===== src/rtl/spike_net_pkg.sv =====
// Shared constants for the spike network responder: spike codes, FSM states
// and the default broadcast word width.
package spike_net_pkg;

  localparam int DEF_TEN_DATA_WIDTH  = 2;
  localparam int DEF_NEURON_ID_WIDTH = 9;
  localparam int SPIKE_IN_WIDTH      = DEF_TEN_DATA_WIDTH + DEF_NEURON_ID_WIDTH;

  localparam logic [1:0] SPK_NONE = 2'd0;
  localparam logic [1:0] SPK_POS  = 2'd1;
  localparam logic [1:0] SPK_NEG  = 2'd2;

  typedef enum logic [1:0] {
    ST_IDLE,
    ST_SCAN,
    ST_DONE
  } state_t;

endpackage


===== src/rtl/net_ready_detect.sv =====
// Masked AND of per-neuron network requests: only indices below active_neuron
// participate, and an empty population is never ready.
module net_ready_detect
  import spike_net_pkg::*;
#(
  parameter int NUM_NEURON      = 512,
  parameter int NEURON_ID_WIDTH = 9
) (
  input  logic [NUM_NEURON-1:0]      en_network_vec,
  input  logic [NEURON_ID_WIDTH-1:0] active_neuron,
  output logic                       ready
);

  always_comb begin
    ready = (active_neuron != '0);
    for (int i = 0; i < NUM_NEURON; i++) begin
      if ((i < int'(active_neuron)) && !en_network_vec[i]) ready = 1'b0;
    end
  end

endmodule


===== src/rtl/spike_network.sv =====
// Network-phase responder: snapshots spike codes, scans for one winner and
// broadcasts it. Define SPIKE_NET_ROUND_ROBIN_EN for a rotating scan start.
module spike_network
  import spike_net_pkg::*;
#(
  parameter int TEN_DATA_WIDTH  = 2,
  parameter int NUM_NEURON      = 512,
  parameter int NEURON_ID_WIDTH = 9,
  parameter int ITER_WIDTH      = 16
) (
  input  logic                                   clk,
  input  logic                                   reset_l,
  input  logic                                   en_net,
  input  logic [NEURON_ID_WIDTH-1:0]             active_neuron,
  input  logic [NUM_NEURON-1:0]                  en_network_vec,
  input  logic [TEN_DATA_WIDTH*NUM_NEURON-1:0]   spike_out_vec,
  output logic [TEN_DATA_WIDTH+NEURON_ID_WIDTH-1:0] spike_in,
  output logic                                   networkDone,
  output logic                                   net_busy,
  output logic [ITER_WIDTH-1:0]                  iter_count
);

  localparam int SPK_W = TEN_DATA_WIDTH + NEURON_ID_WIDTH;
  localparam logic [NEURON_ID_WIDTH:0]   ONE_WIDE = 1;
  localparam logic [NEURON_ID_WIDTH-1:0] ONE_ID   = 1;
  localparam logic [ITER_WIDTH-1:0]      ONE_IT   = 1;

  state_t state, state_next;

  logic [TEN_DATA_WIDTH*NUM_NEURON-1:0] snapshot;
  logic [NEURON_ID_WIDTH-1:0] offset;
  logic [NEURON_ID_WIDTH-1:0] ptr;
  logic [NEURON_ID_WIDTH-1:0] cand;
  logic [NEURON_ID_WIDTH:0]   cand_sum;
  logic [TEN_DATA_WIDTH-1:0]  cand_code;
  logic                       cand_hit;
  logic                       scan_last;
  logic                       ready;

  net_ready_detect #(
    .NUM_NEURON      (NUM_NEURON),
    .NEURON_ID_WIDTH (NEURON_ID_WIDTH)
  ) u_ready (
    .en_network_vec (en_network_vec),
    .active_neuron  (active_neuron),
    .ready          (ready)
  );

  // Candidate index wraps at active_neuron; ptr and offset are both below it.
  always_comb begin
    cand_sum = {1'b0, ptr} + {1'b0, offset};
    if (cand_sum >= {1'b0, active_neuron}) cand_sum = cand_sum - {1'b0, active_neuron};
    cand      = cand_sum[NEURON_ID_WIDTH-1:0];
    cand_code = snapshot[int'(cand)*TEN_DATA_WIDTH +: TEN_DATA_WIDTH];
    cand_hit  = (cand_code == SPK_POS) || (cand_code == SPK_NEG);
    scan_last = (({1'b0, offset} + ONE_WIDE) >= {1'b0, active_neuron});
  end

  always_comb begin
    state_next = state;
    case (state)
      ST_IDLE: if (ready) state_next = ST_SCAN;
      ST_SCAN: if (cand_hit || scan_last) state_next = ST_DONE;
      ST_DONE: state_next = ST_IDLE;
      default: state_next = ST_IDLE;
    endcase
  end

  assign net_busy = (state != ST_IDLE);

  // The broadcast word and pulse are registered on entry to DONE so both are
  // visible during the DONE cycle itself.
  always_ff @(posedge clk) begin
    if (!reset_l) begin
      state       <= ST_IDLE;
      spike_in    <= '0;
      networkDone <= 1'b0;
      iter_count  <= '0;
      snapshot    <= '0;
      offset      <= '0;
    end else if (en_net) begin
      state <= state_next;
      case (state)
        ST_IDLE: begin
          if (ready) begin
            snapshot <= spike_out_vec;
            offset   <= '0;
          end
        end
        ST_SCAN: begin
          if (cand_hit) begin
            spike_in    <= {cand_code, cand};
            networkDone <= 1'b1;
          end else if (scan_last) begin
            spike_in    <= '0;
            networkDone <= 1'b1;
          end else begin
            offset <= offset + ONE_ID;
          end
        end
        ST_DONE: begin
          networkDone <= 1'b0;
          iter_count  <= iter_count + ONE_IT;
        end
        default: ;
      endcase
    end
  end

`ifdef SPIKE_NET_ROUND_ROBIN_EN
  logic [NEURON_ID_WIDTH:0] ptr_inc;
  logic                     win_hit;

  // A nonzero code in the broadcast word means this phase had a winner.
  assign ptr_inc = {1'b0, spike_in[NEURON_ID_WIDTH-1:0]} + ONE_WIDE;
  assign win_hit = (spike_in[SPK_W-1 -: TEN_DATA_WIDTH] != '0);

  always_ff @(posedge clk) begin
    if (!reset_l) begin
      ptr <= '0;
    end else if (en_net && (state == ST_DONE) && win_hit) begin
      ptr <= (ptr_inc >= {1'b0, active_neuron}) ? '0 : ptr_inc[NEURON_ID_WIDTH-1:0];
    end
  end
`else
  assign ptr = '0;
`endif

endmodule


===== config.mk =====
export PLATFORM = sky130hd
export DESIGN_NAME = spike_network
export DESIGN_NICKNAME = d
export VERILOG_FILES = /design/src/rtl/spike_net_pkg.sv /design/src/rtl/net_ready_detect.sv /design/src/rtl/spike_network.sv
export SDC_FILE = /design/constraint.sdc
export NUM_CORES = 2
export LEC_CHECK = 0
export ABC_AREA = 1
export BUFFER_PORTS_ARGS = -buffer_cell sky130_fd_sc_hd__buf_2
export CORE_AREA = 2 2 614 616
export DETAILED_ROUTE_END_ITERATION = 12
export DIE_AREA = 0 0 616 618
export GPL_ROUTABILITY_DRIVEN = 0
export PLACE_DENSITY = 0.43
export SLEW_MARGIN = 20
export SYNTH_ARGS = -nofsm -noshare
export SYNTH_HDL_FRONTEND = slang
export SYNTH_SLANG_ARGS = --single-unit

===== constraint.sdc =====
create_clock -name clk -period 5.1 [get_ports clk]
set_input_delay 0.51 -clock clk [delete_from_list [all_inputs] [get_ports clk]]
set_output_delay 0.51 -clock clk [all_outputs]
set_load 0.005 [all_outputs]

==> out/metrics.yaml <==
setup_viol: 0
cts_buffer_depth: 4
max_slew_margin: 0.172
irDropWorstVdd_uv: 276
grt_pass1_vias: 79612
first_pass_iters: 8
holdCritPathClass: "in -> reg"
cpLargestDelayFamily: "simple AND/OR/NAND/NOR gates"
post-place-cells: 17291
slew_violations: 0
synth_cell_types: 54
antenna_left: 0
io_pins: 1577
start_kind: "flip-flop"
hold-path-cell-count: 3
rows: 225
synth_area_sq_mm: 0.0607
drive_gt1_frac: 0.211
cpMostUsedCell: "nand3_1"
overflow: 0
vias: 85791
final_hold_viol_count: 0
pwr_density_cell_mw_per_mm2: 259
avgSynthCellArea_sq_um: 5.79
dr.max_layer_used: "met5"
port-buffer-count: 1575
drt-total-wl_um: 579000
fillCellCount: 42889
via_per_inst: 4.55
die_h_um: 618
synth_top_area_share: 0.350
wl_met1_um: 190000
ys.flop_type: "dfxtp_1"
cpMaxStageDelayCell: "dfxtp_1"
dp_hpwl_um: 475000
r2r-start: "offset[7]"
antenna_found_initial: 607
syn-num-nets: 12066
r2r-end: "offset[6]"
grt_first_pass_wirelength_um: 741000
dr_wl_met3_um: 49600
drc: 0
wl_met2_um: 273000
worst-setup-path-type: "reg -> reg"
track_usage: 0.291
ys_top_cells_by_area: "dfxtp_1 35%, nand2_1 21%, nor2_1 14%"
tightest_slew_ns: 1.24
crit_buf_inv: 11
cp.arrival_ns: 5.74
required_ns: 5.81
r2r_setup_slack_ns: 0.07
root_buffer: "clkbuf_16"
clk_pin_slew_ns: 0.06
clk_latency_ns: 0.94
dieWidth_um: 616
ys_seq_area_frac: 0.350
end_kind: "flip-flop"
outcome: "complete, no violations"
cts_max_level: 4
cts_tree: "done"
coreArea_sq_mm: 0.374
wl_per_cell_um: 30.7
die_area_sq_mm: 0.381
finalCritPeriodShare: 0.986
synth-edff-count: 0
clkSinkCount: 1063
grt_max_degree: 160
multi_input_area_sq_mm: 0.0323
hold_end: "snapshot[831]"
hp-start: "spike_out_vec[831]"
ys.warnings.count: 0
min_period_ns: 5.03
synthToLayoutAreaGrowth_pct: 58.6
leakage_nw: 49.2
seq_area_sq_mm: 0.0213
fin_nets: 15017
cts_buffers: 140
clock.fmax_ghz: 0.199
cap_violations: 0
fin_util: 0.257
dr.first_iter.drc_count: 10059
synth_seq_cells: 1063
yosys.area.top_type: "dfxtp_1"
worstRegToRegCells: 32
worstPathMaxFanout: 11
syn_inst: 10495
start_util: 0.162
max_stage_delay_ns: 0.45
fin_skew_ns: 0.121
layout.cells.non_filler: 18849
async_flop_share: 0
placed cells by master, fill, tap and decap left out, types with 7 or more instances in the layout:
cell type,count
nand3_1,966
o31ai_1,7
buf_12,138
xor2_1,9
nand3_2,82
ha_4,8
o221ai_1,11
clkbuf_16,157
a211oi_1,22
clkinv_1,8
o21ai_1,32
o21ai_0,169
inv_2,28
buf_6,14
o21a_1,11
nor2_1,2319
bufinv_16,11
nand4_1,38
nor3_1,43
clkinv_2,21
o211ai_1,68
buf_2,1574
ha_1,14
buf_4,720
nand2_2,8
clkbuf_1,28
nand3b_1,10
inv_1,1204
o2111ai_1,18
o22ai_1,38
nor2_2,18
o21bai_1,12
dlygate4sd3_1,973
nand2_1,3373
buf_16,8
diode_2,328
clkbuf_8,15
dfxtp_1,1060
a21oi_1,203
metrics by stage:
| stage | power [mW] | area [sq um] | TNS [ns] | worst slack [ns] | hold slack [ns] |
|---|---|---|---|---|---|
| after floorplan | 10.2 | 60700 | 0 | 0.00448 | 0.455 |
| after global placement | 13.5 | 80000 | -160.66 | -1.19 | 0.452 |
| after detailed placement | 13.5 | 80000 | -159.09 | -1.09 | 0.460 |
| after CTS | 24.6 | 94400 | 0 | 0.0108 | 0.000154 |
| after global routing | 25.4 | 96000 | -0.168 | -0.0340 | 0.00319 |
| final | 24.9 | 96300 | 0 | 0.0728 | 0.00233 |
metal layers:
| layer | global-route usage | vias to the layer above |
|---|---|---|
| met5 | 0.000884 | - |
| met4 | 0.266 | 240 |
| met3 | 0.0908 | 2404 |
| met2 | 0.493 | 5548 |
| met1 | 0.285 | 39324 |
| li1 | - | 38275 |
timing repair:
item                       in CTS  in global routing
pin swaps                       3                 10
hold buffers                  973                  0
cloned                          1                 14
gates resized for setup        18                130
setup endpoints to repair      23                268
hold endpoints to repair      973                  0
setup buffers                  12                  8
cell usage after synthesis, types with 44 or more instances:
library cell / n
o21ai_0: 173
a21oi_1: 204
nand2_1: 3382
buf_6: 77
clkbuf_1: 374
nor2_1: 2322
inv_1: 1207
buf_2: 158
dfxtp_1: 1063
nand3_1: 1052
nor3_1: 44
o211ai_1: 68
cell families after synthesis:
| family | count (synthesis) | synth area share |
|---|---|---|
| AND/OR/NAND/NOR | 6894 | 0.453 |
| buffers and inverters | 1878 | 0.129 |
| flip-flops | 1063 | 0.350 |
| AO/OA/AOI/OAI | 624 | 0.0602 |
| adder cells (fa/ha/maj) | 23 | 0.00486 |
| XOR/XNOR | 13 | 0.00188 |
tightest hold or removal path: stages:
cell,delay [ns]
buf_2,0.13
nor2_1,0.06
nor2_1,0.11
registers in the layout, summed over array words and instances, names as in the netlist:
name         cells
snapshot      1024
spike_in        11
iter_count      16
offset           9
networkDone      1
state            2
area by class of cell:
cell class / instances / area share
multi-input combinational: 7554 / 0.336
timing repair buffer: 3444 / 0.276
sequential: 1063 / 0.221
tap: 4994 / 0.0649
inverter: 1243 / 0.0486
clock buffer: 186 / 0.0404
antenna: 328 / 0.00852
clock inverter: 37 / 0.00495
power by group:
| part | total (mW) | leakage [nW] | switching [mW] | internal, mW |
|---|---|---|---|---|
| Sequential | 8.32 | 8.56 | 0.00900 | 8.31 |
| Combinational | 6.42 | 38.5 | 3.88 | 2.54 |
| Clock | 10.2 | 2.16 | 4.29 | 5.87 |
worst max path at each step:
stage	cells after the start	slack, ns	startpoint	end
final	32	0.07	offset[7]	offset[6]
after global routing	34	-0.03	offset[6]	offset[5]
after CTS	33	0.01	offset[4]	offset[3]
after detailed placement	31	-1.09	active_neuron[2]	spike_in[5]
after global placement	31	-1.19	active_neuron[2]	spike_in[5]
after floorplan	30	0.004	active_neuron[8]	offset[7]
No activity file was read; power rests on OpenSTA's default activity.
